### src/rtl/spi_transmitter.sv
// SPI master transmitter: 16-bit words MSB first, mode 0 (serial_clk idles low, data valid on rising edge).
// Define SPI_TX_PAD_EN to stretch each frame to 32 serial_clk cycles, the last 16 carrying zeros.
module spi_transmitter #(
    parameter int CLK_DIV    = 2,
    parameter int GAP_CYCLES = 4
) (
    input  logic        clk,
    input  logic        reset,
    input  logic [15:0] tx_data,
    input  logic        tx_valid,
    output logic        tx_ready,
    output logic        serial_clk,
    output logic        chip_select,
    output logic        mosi,
    output logic        busy,
    output logic        frame_done
);

    typedef enum logic [2:0] {
        IDLE,
        LEAD,
        SHIFT_HI,
        SHIFT_LO,
        GAP
    } state_t;

    localparam logic [7:0] DIV_LOAD = 8'(CLK_DIV - 1);
    localparam logic [7:0] GAP_LOAD = 8'(GAP_CYCLES - 1);

`ifdef SPI_TX_PAD_EN
    localparam logic [4:0] LAST_BIT = 5'd31;
`else
    localparam logic [4:0] LAST_BIT = 5'd15;
`endif

    state_t      state_reg, state_next;
    logic [7:0]  div_cnt_reg, div_cnt_next;
    logic [4:0]  bit_cnt_reg, bit_cnt_next;
    logic [15:0] shift_reg, shift_next;
    logic        phase_end;
    logic        in_frame;

    always_ff @(posedge clk) begin
        if (reset) begin
            state_reg   <= IDLE;
            div_cnt_reg <= '0;
            bit_cnt_reg <= '0;
            shift_reg   <= '0;
        end else begin
            state_reg   <= state_next;
            div_cnt_reg <= div_cnt_next;
            bit_cnt_reg <= bit_cnt_next;
            shift_reg   <= shift_next;
        end
    end

    assign phase_end = (div_cnt_reg == 8'd0);

    // bit_cnt_reg holds (rising edges so far - 1) so that 32 edges still fit in 5 bits.
    always_comb begin
        state_next   = state_reg;
        div_cnt_next = phase_end ? div_cnt_reg : div_cnt_reg - 8'd1;
        bit_cnt_next = bit_cnt_reg;
        shift_next   = shift_reg;
        case (state_reg)
            IDLE: begin
                if (tx_valid) begin
                    state_next   = LEAD;
                    div_cnt_next = DIV_LOAD;
                    bit_cnt_next = '0;
                    shift_next   = tx_data;
                end
            end
            LEAD: begin
                if (phase_end) begin
                    state_next   = SHIFT_HI;
                    div_cnt_next = DIV_LOAD;
                end
            end
            SHIFT_HI: begin
                if (phase_end) begin
                    state_next   = SHIFT_LO;
                    div_cnt_next = DIV_LOAD;
                    // Hold the final bit through the last low phase instead of shifting in a zero.
                    if (bit_cnt_reg != LAST_BIT) begin
                        shift_next = {shift_reg[14:0], 1'b0};
                    end
                end
            end
            SHIFT_LO: begin
                if (phase_end) begin
                    if (bit_cnt_reg == LAST_BIT) begin
                        state_next   = GAP;
                        div_cnt_next = GAP_LOAD;
                    end else begin
                        state_next   = SHIFT_HI;
                        div_cnt_next = DIV_LOAD;
                        bit_cnt_next = bit_cnt_reg + 5'd1;
                    end
                end
            end
            GAP: begin
                if (phase_end) begin
                    state_next   = IDLE;
                    div_cnt_next = '0;
                end
            end
            default: begin
                state_next   = IDLE;
                div_cnt_next = '0;
            end
        endcase
    end

    assign in_frame    = (state_reg == LEAD) || (state_reg == SHIFT_HI) || (state_reg == SHIFT_LO);
    assign tx_ready    = (state_reg == IDLE);
    assign busy        = (state_reg != IDLE);
    assign serial_clk  = (state_reg == SHIFT_HI);
    assign chip_select = ~in_frame;
    assign mosi        = in_frame & shift_reg[15];
    assign frame_done  = (state_reg == GAP) && phase_end;

endmodule

### config.mk
export PLATFORM = sky130hd
export DESIGN_NAME = spi_transmitter
export DESIGN_NICKNAME = d
export VERILOG_FILES = /design/src/rtl/spi_transmitter.sv
export SDC_FILE = /design/constraint.sdc
export NUM_CORES = 1
export LEC_CHECK = 0
export ABC_AREA = 1
export BUFFER_PORTS_ARGS = -buffer_cell sky130_fd_sc_hd__buf_2
export CAP_MARGIN = 20
export CORE_UTILIZATION = 51
export DETAILED_ROUTE_END_ITERATION = 10
export PLACE_DENSITY = 0.82
export SYNTH_ARGS = -nofsm -noshare
export SYNTH_HDL_FRONTEND = slang
export SYNTH_SLANG_ARGS = --single-unit
export TNS_END_PERCENT = 1
### constraint.sdc
create_clock -name clk -period 1.4 [get_ports clk]
set_input_delay 0 -clock clk [delete_from_list [all_inputs] [get_ports clk]]
set_output_delay 0 -clock clk [all_outputs]
set_load 0.005 [all_outputs]
==> Word level (Yosys, flattened, before mapping) <==
Cells that the tools add are included.
{ "word_totals": {"output_inout_bits": 6, "reg_bits": 32, "in_bits": 19, "word_cells": 55} }
{ "op_classes": {"reduce_logical": 12, "bitwise": 2, "n_addsub": 2, "muxes": 22, "eq_ne": 13} }
{ "ops": {"columns": ["operator", "count"], "rows": [
  ["$mux W16", 3],
  ["$mux W8", 5],
  ["$pmux W16 S2", 1],
  ["$pmux W8 S4", 1],
  ["$mux W3", 6],
  ["$mux W5", 3],
  ["$pmux W3 S5", 1],
  ["$ne A2 B2 Y1 const B", 5],
  ["$pmux W5 S2", 1],
  ["$logic_not A8 Y1", 1],
  ["$reduce_and A4 Y1", 2],
  ["$sub A8 B1 Y8 const B", 1],
  ["$eq A3 B2 Y1 const B", 2],
  ["$add A5 B1 Y5 const B", 1],
  ["$eq A5 B4 Y1 const B", 1],
  ["$ne A5 B4 Y1 const B", 1],
  ["$reduce_and A5 Y1", 1],
  ["$ne A2 B1 Y1 const B", 2],
  ["$reduce_bool A2 Y1", 2],
  ["$eq A3 B1 Y1 const B", 1],
  ["$eq A3 B3 Y1 const B", 1],
  ["$logic_not A3 Y1", 1],
  ["$reduce_bool A3 Y1", 1],
  ["$logic_or A1 B1 Y1", 2],
  ["5 further kinds", 5]
]} }

==> Depth between registers and ports, before layout <==
{ "logic_depth": {"depth_word": 4, "ltp_mapped": 13, "mapped_depth_nobuf": 12} }

==> Worst setup path before layout <==
Ideal clock, no wire load.
{ "synth_path": {"kind": "flip-flop to flip-flop", "from": "register bit_cnt_reg[0]", "to": "register shift_reg[10]", "synth_period_minus_slack_ns": 1.572, "stages_incl_launch_ff": 14, "t_arrival_ns": 1.459, "n_path_buf": 1, "t_required_ns": 1.287, "setup_slack_ns": -0.172, "cell_sequence": "dfxtp_1 > ha_1 > nand2_1 > nor2_1 > ha_1 > inv_1 > o21ai_1 > inv_1 > nand2_4 > inv_2 > nand2_4 > buf_6 > nor2_1 > nor2_1"} }
{ "synth_between": {"elab_chain_cells": 3} }
{ "synth_lines": {"columns": ["item", "line", "rtl"], "rows": [
  ["start: declaration", "38", "logic [4:0] bit_cnt_reg, bit_cnt_next;"],
  ["start signal: assignment", "52", "bit_cnt_reg <= bit_cnt_next;"],
  ["$ne A5 B4 Y1", "85", "if (bit_cnt_reg != LAST_BIT) begin"],
  ["$ne A2 B1 Y1 (no source line)", null, null],
  ["$reduce_and A4 Y1 (no source line)", null, null],
  ["end signal: assignment", "53", "shift_reg <= shift_next;"],
  ["end: declaration", "39", "logic [15:0] shift_reg, shift_next;"]
]} }
No other way between the ends.
A chain may end at the register's enable or synchronous reset.

==> Worst setup path after layout <==
{ "layout_path": {"from": "register bit_cnt_reg[1]", "to": "register shift_reg[1]"} }
Same word-level chain as after synthesis.

==> results.py <==
metrics = {
    "status": {
        "status": "complete, but fails checks",
        "failed_checks": "setup timing",
    },
    "pwr": {
        "p_seq_frac": 0.257,
        "p_sw_frac": 0.463,
        "p_int_mw": 3.46,
        "ir_worst_vdd_mv": 1.53,
        "power_frac_clock": 0.110,
        "leakage_nw": 1.19,
        "p_switching_mw": 2.98,
        "power_density_mw_per_mm2": 2630,
        "combPwrFrac": 0.633,
    },
    "setup_path": {
        "crit_family": "flip-flops",
        "cp_num_buf_inv": 3,
        "worstSetupStartpoint": "bit_cnt_reg[1]$_SDFFE_PP0P_",
        "start_kind": "flop",
        "worst-path-max-fanout": 15,
        "path_cells": "ha_4 -> nand2_2 -> nor2_2 -> ha_2 -> inv_2 -> o21ai_2 -> inv_2 -> nand2_4 -> nor2_4 -> buf_12 -> o21ai_1 -> nor2_1",
        "arrival_ps": 1870,
        "cp.depth": 12,
        "timing.rr.start": "bit_cnt_reg[1]$_SDFFE_PP0P_",
        "endpoint": "shift_reg[1]$_SDFFE_PP0P_",
        "rr_endpoint": "shift_reg[1]$_SDFFE_PP0P_",
        "crit_type": "reg -> reg",
        "end_kind": "flop",
        "reg2reg_depth": 12,
        "slowest_stage": "dfxtp_2",
        "max_stage_delay_ps": 370,
        "crit_required_ps": 1630,
        "r2r_setup_slack_ps": -250,
        "crit_path_frequent_cell": "inv_2",
    },
    "routing": {
        "firstDrtPassIters": 4,
        "routedWlPerCell_um": 11.9,
        "wl_mm": 4.48,
        "first_iter_violations": 85,
        "post-route-drc-count": 0,
        "viasPerCell": 5.07,
        "vias": 1911,
        "postRouteAntennaNets": 0,
    },
    "clocking": {
        "worstSkewPairLatency_ps": 330,
        "cts_buffer_depth": 2,
        "clock-sinks": 32,
        "root_buffer": "clkbuf_4",
        "cts_tree": "yes",
        "clkSlewWorstSetupHoldPaths_ps": 110,
        "cts_made_buffers": 5,
        "h-tree-depth": 2,
    },
    "yosys": {
        "synthMuxAreaShare": 0,
        "synth.distinct_cells": 28,
        "synth_xor_area_frac": 0.0251,
        "synth_compound_area_frac": 0.0918,
        "synth_simple_gate_area_frac": 0.398,
        "avgSynthCellArea_sq_um": 6.59,
        "seq_area_frac_synth": 0.367,
        "ys_seq_elements": 32,
        "synth_area_sq_mm": 0.00175,
        "syn_nets": 290,
        "ys_warn_count": 0,
        "synth_top_family_by_area": "simple AND/OR/NAND/NOR gates",
        "synth_fa_ha_area_frac": 0.0430,
        "syn_inst": 265,
    },
    "flow_run": {
        "maxCapViolCount": 0,
    },
    "floorplanning": {
        "pin_count": 25,
        "dieArea_sq_mm": 0.00366,
        "dieHeight_um": 60.5,
        "start_util": 0.554,
        "core_sq_mm": 0.00315,
        "num_rows": 20,
        "die_w_um": 60.5,
    },
    "global_route": {
        "grt_pass1_wl_mm": 7.17,
        "grt_pass1_vias": 1774,
        "grt_start_max_net_pins": 22,
        "track_usage": 0.259,
        "grt-ovfl-total": 0,
        "antenna_found_initial": 0,
    },
    "timing": {
        "fin_crit_ps": 1650,
        "fin_worst_skew_ps": 9.01,
        "report.final.hold_viol_count": 0,
        "final-setup-viol-count": 28,
        "rsz0062_at_grt": "true",
        "relSlewSlack": 0.454,
        "period_share": 1.18,
        "final_max_slew_viol_count": 0,
        "fmax_mhz": 608,
        "fin_ws_ps": -246,
        "tightest_slew_ps": 818,
    },
    "placed_design": {
        "placed_area_sq_mm": 0.00209,
        "place.gp.congestion": 0.830,
        "port_buffers": 24,
        "hpwl_mm": 2.75,
    },
    "min_path": {
        "hold_start": "tx_data[2]",
        "hold_path.class": "in -> reg",
    },
    "finish": {
        "area_delta_synth_final_pct": 40.2,
        "fin_area_sq_mm": 0.00245,
        "antennaDiodeCount": 0,
        "utilization": 0.776,
        "drive_above_1_share": 0.330,
        "fin_nets": 357,
        "largest_reg_flops": 16,
        "nFillCells": 242,
    },
}
==> repair_timing <==
action,CTS,global route
hold endpoints to repair,15,0
gates cloned,0,0
setup endpoints to repair,34,35
buffers inserted,3,0
hold buffers,14,0
pin swaps,9,5
gates resized for setup,26,17
==> Yosys cell counts (all sizes together) <==
cell type / instances / area share
ha: 6 / 0.043
inv: 22 / 0.050
o21ai: 20 / 0.057
clkbuf: 1 / 0.0021
nand4: 2 / 0.0072
dfxtp: 32 / 0.37
xnor2: 1 / 0.0050
xor2: 4 / 0.020
nor3: 1 / 0.0029
or2: 2 / 0.0072
o22ai: 1 / 0.0036
a31oi: 1 / 0.0036
nand3: 8 / 0.023
o211ai: 1 / 0.0043
nor2: 66 / 0.15
nor3b: 1 / 0.0043
a21oi: 8 / 0.023
buf: 5 / 0.023
nand2: 83 / 0.20
==> through the flow <==
step	hold slack (ps)	worst slack, ps	std cells	total power, mW	setup TNS, ps
after global placement	250	-230	353	5.01	-4770
after CTS	3.17	-263	377	6.13	-4790
after global routing	37.4	-319	377	6.98	-7620
after floorplan	69.1	-139	265	3.93	-1840
final	3.06	-246	377	6.45	-4390
after detailed placement	255	-335	353	5.09	-6990
==> how the worst min path moves through the flow <==
stage | slack [ps] | end | cells after the start
6_report | 3 | shift_reg[2]$_SDFFE_PP0P_ | 5
2_1_floorplan | 70 | bit_cnt_reg[2]$_SDFFE_PP0P_ | 1
3_3_place_gp | 250 | bit_cnt_reg[3]$_SDFFE_PP0P_ | 2
3_5_place_dp | 250 | bit_cnt_reg[2]$_SDFFE_PP0P_ | 2
4_1_cts | 3 | shift_reg[2]$_SDFFE_PP0P_ | 5
5_1_grt | 40 | shift_reg[2]$_SDFFE_PP0P_ | 5
==> logic make-up (layout without fill, tap and decap cells) <==
kind of cell / count (synthesis) / count (layout)
adder cells (fa/ha/maj): 6 / 6
AND/OR/NAND/NOR: 163 / 163
flip-flops: 32 / 32
AO/OA/AOI/OAI: 31 / 31
XOR/XNOR: 5 / 5
buffers and inverters: 28 / 96
==> metal layers <==
metal  GRT usage  vias up  wire length, um
met3      0.0640        4              233
met1       0.297      893             1820
met2       0.466       50             2390
met4      0.0909        0               36
met5           0        -                0
li1            -      964                -
==> final cells by class <==
type / instances / area, sq um / area share
Multi-Input combinational cell: 205 / 1090 / 0.447
Sequential cell: 32 / 648 / 0.265
Timing Repair Buffer: 66 / 483 / 0.197
Inverter: 22 / 90.1 / 0.0368
Tap cell: 44 / 55.1 / 0.0225
Clock buffer: 6 / 41.3 / 0.0169
Clock inverter: 2 / 35.0 / 0.0143
==> power by group through the flow <==
| stage | sequential, mW | combinational [mW] | clock, mW |
|---|---|---|---|
| 6_report | 1.66 | 4.08 | 0.709 |
| 5_1_grt | 1.70 | 4.54 | 0.745 |
| 4_1_cts | 1.60 | 3.83 | 0.709 |
| 3_5_place_dp | 1.57 | 3.52 | 0 |
| 3_3_place_gp | 1.57 | 3.44 | 0 |
| 2_1_floorplan | 1.55 | 2.37 | 0 |
==> tightest hold or removal path, stage by stage <==
cell and delay [ps]:
buf_2 70, nand2_1 50, nand2_1 60, nor2_1 40, nor2_1 80
==> cells in the final DEF (no fill, tap or decap), drive strengths merged, types with 2 or more instances in the layout <==
cell type and instances:
nand2 83, nor2 66, buf 52, dfxtp 32, inv 22, o21ai 20, dlygate4sd3 14, nand3 8
a21oi 8, clkbuf 6, ha 6, xor2 4, nand4 2, or2 2
Note: power is estimated with default switching activity, not from simulation.
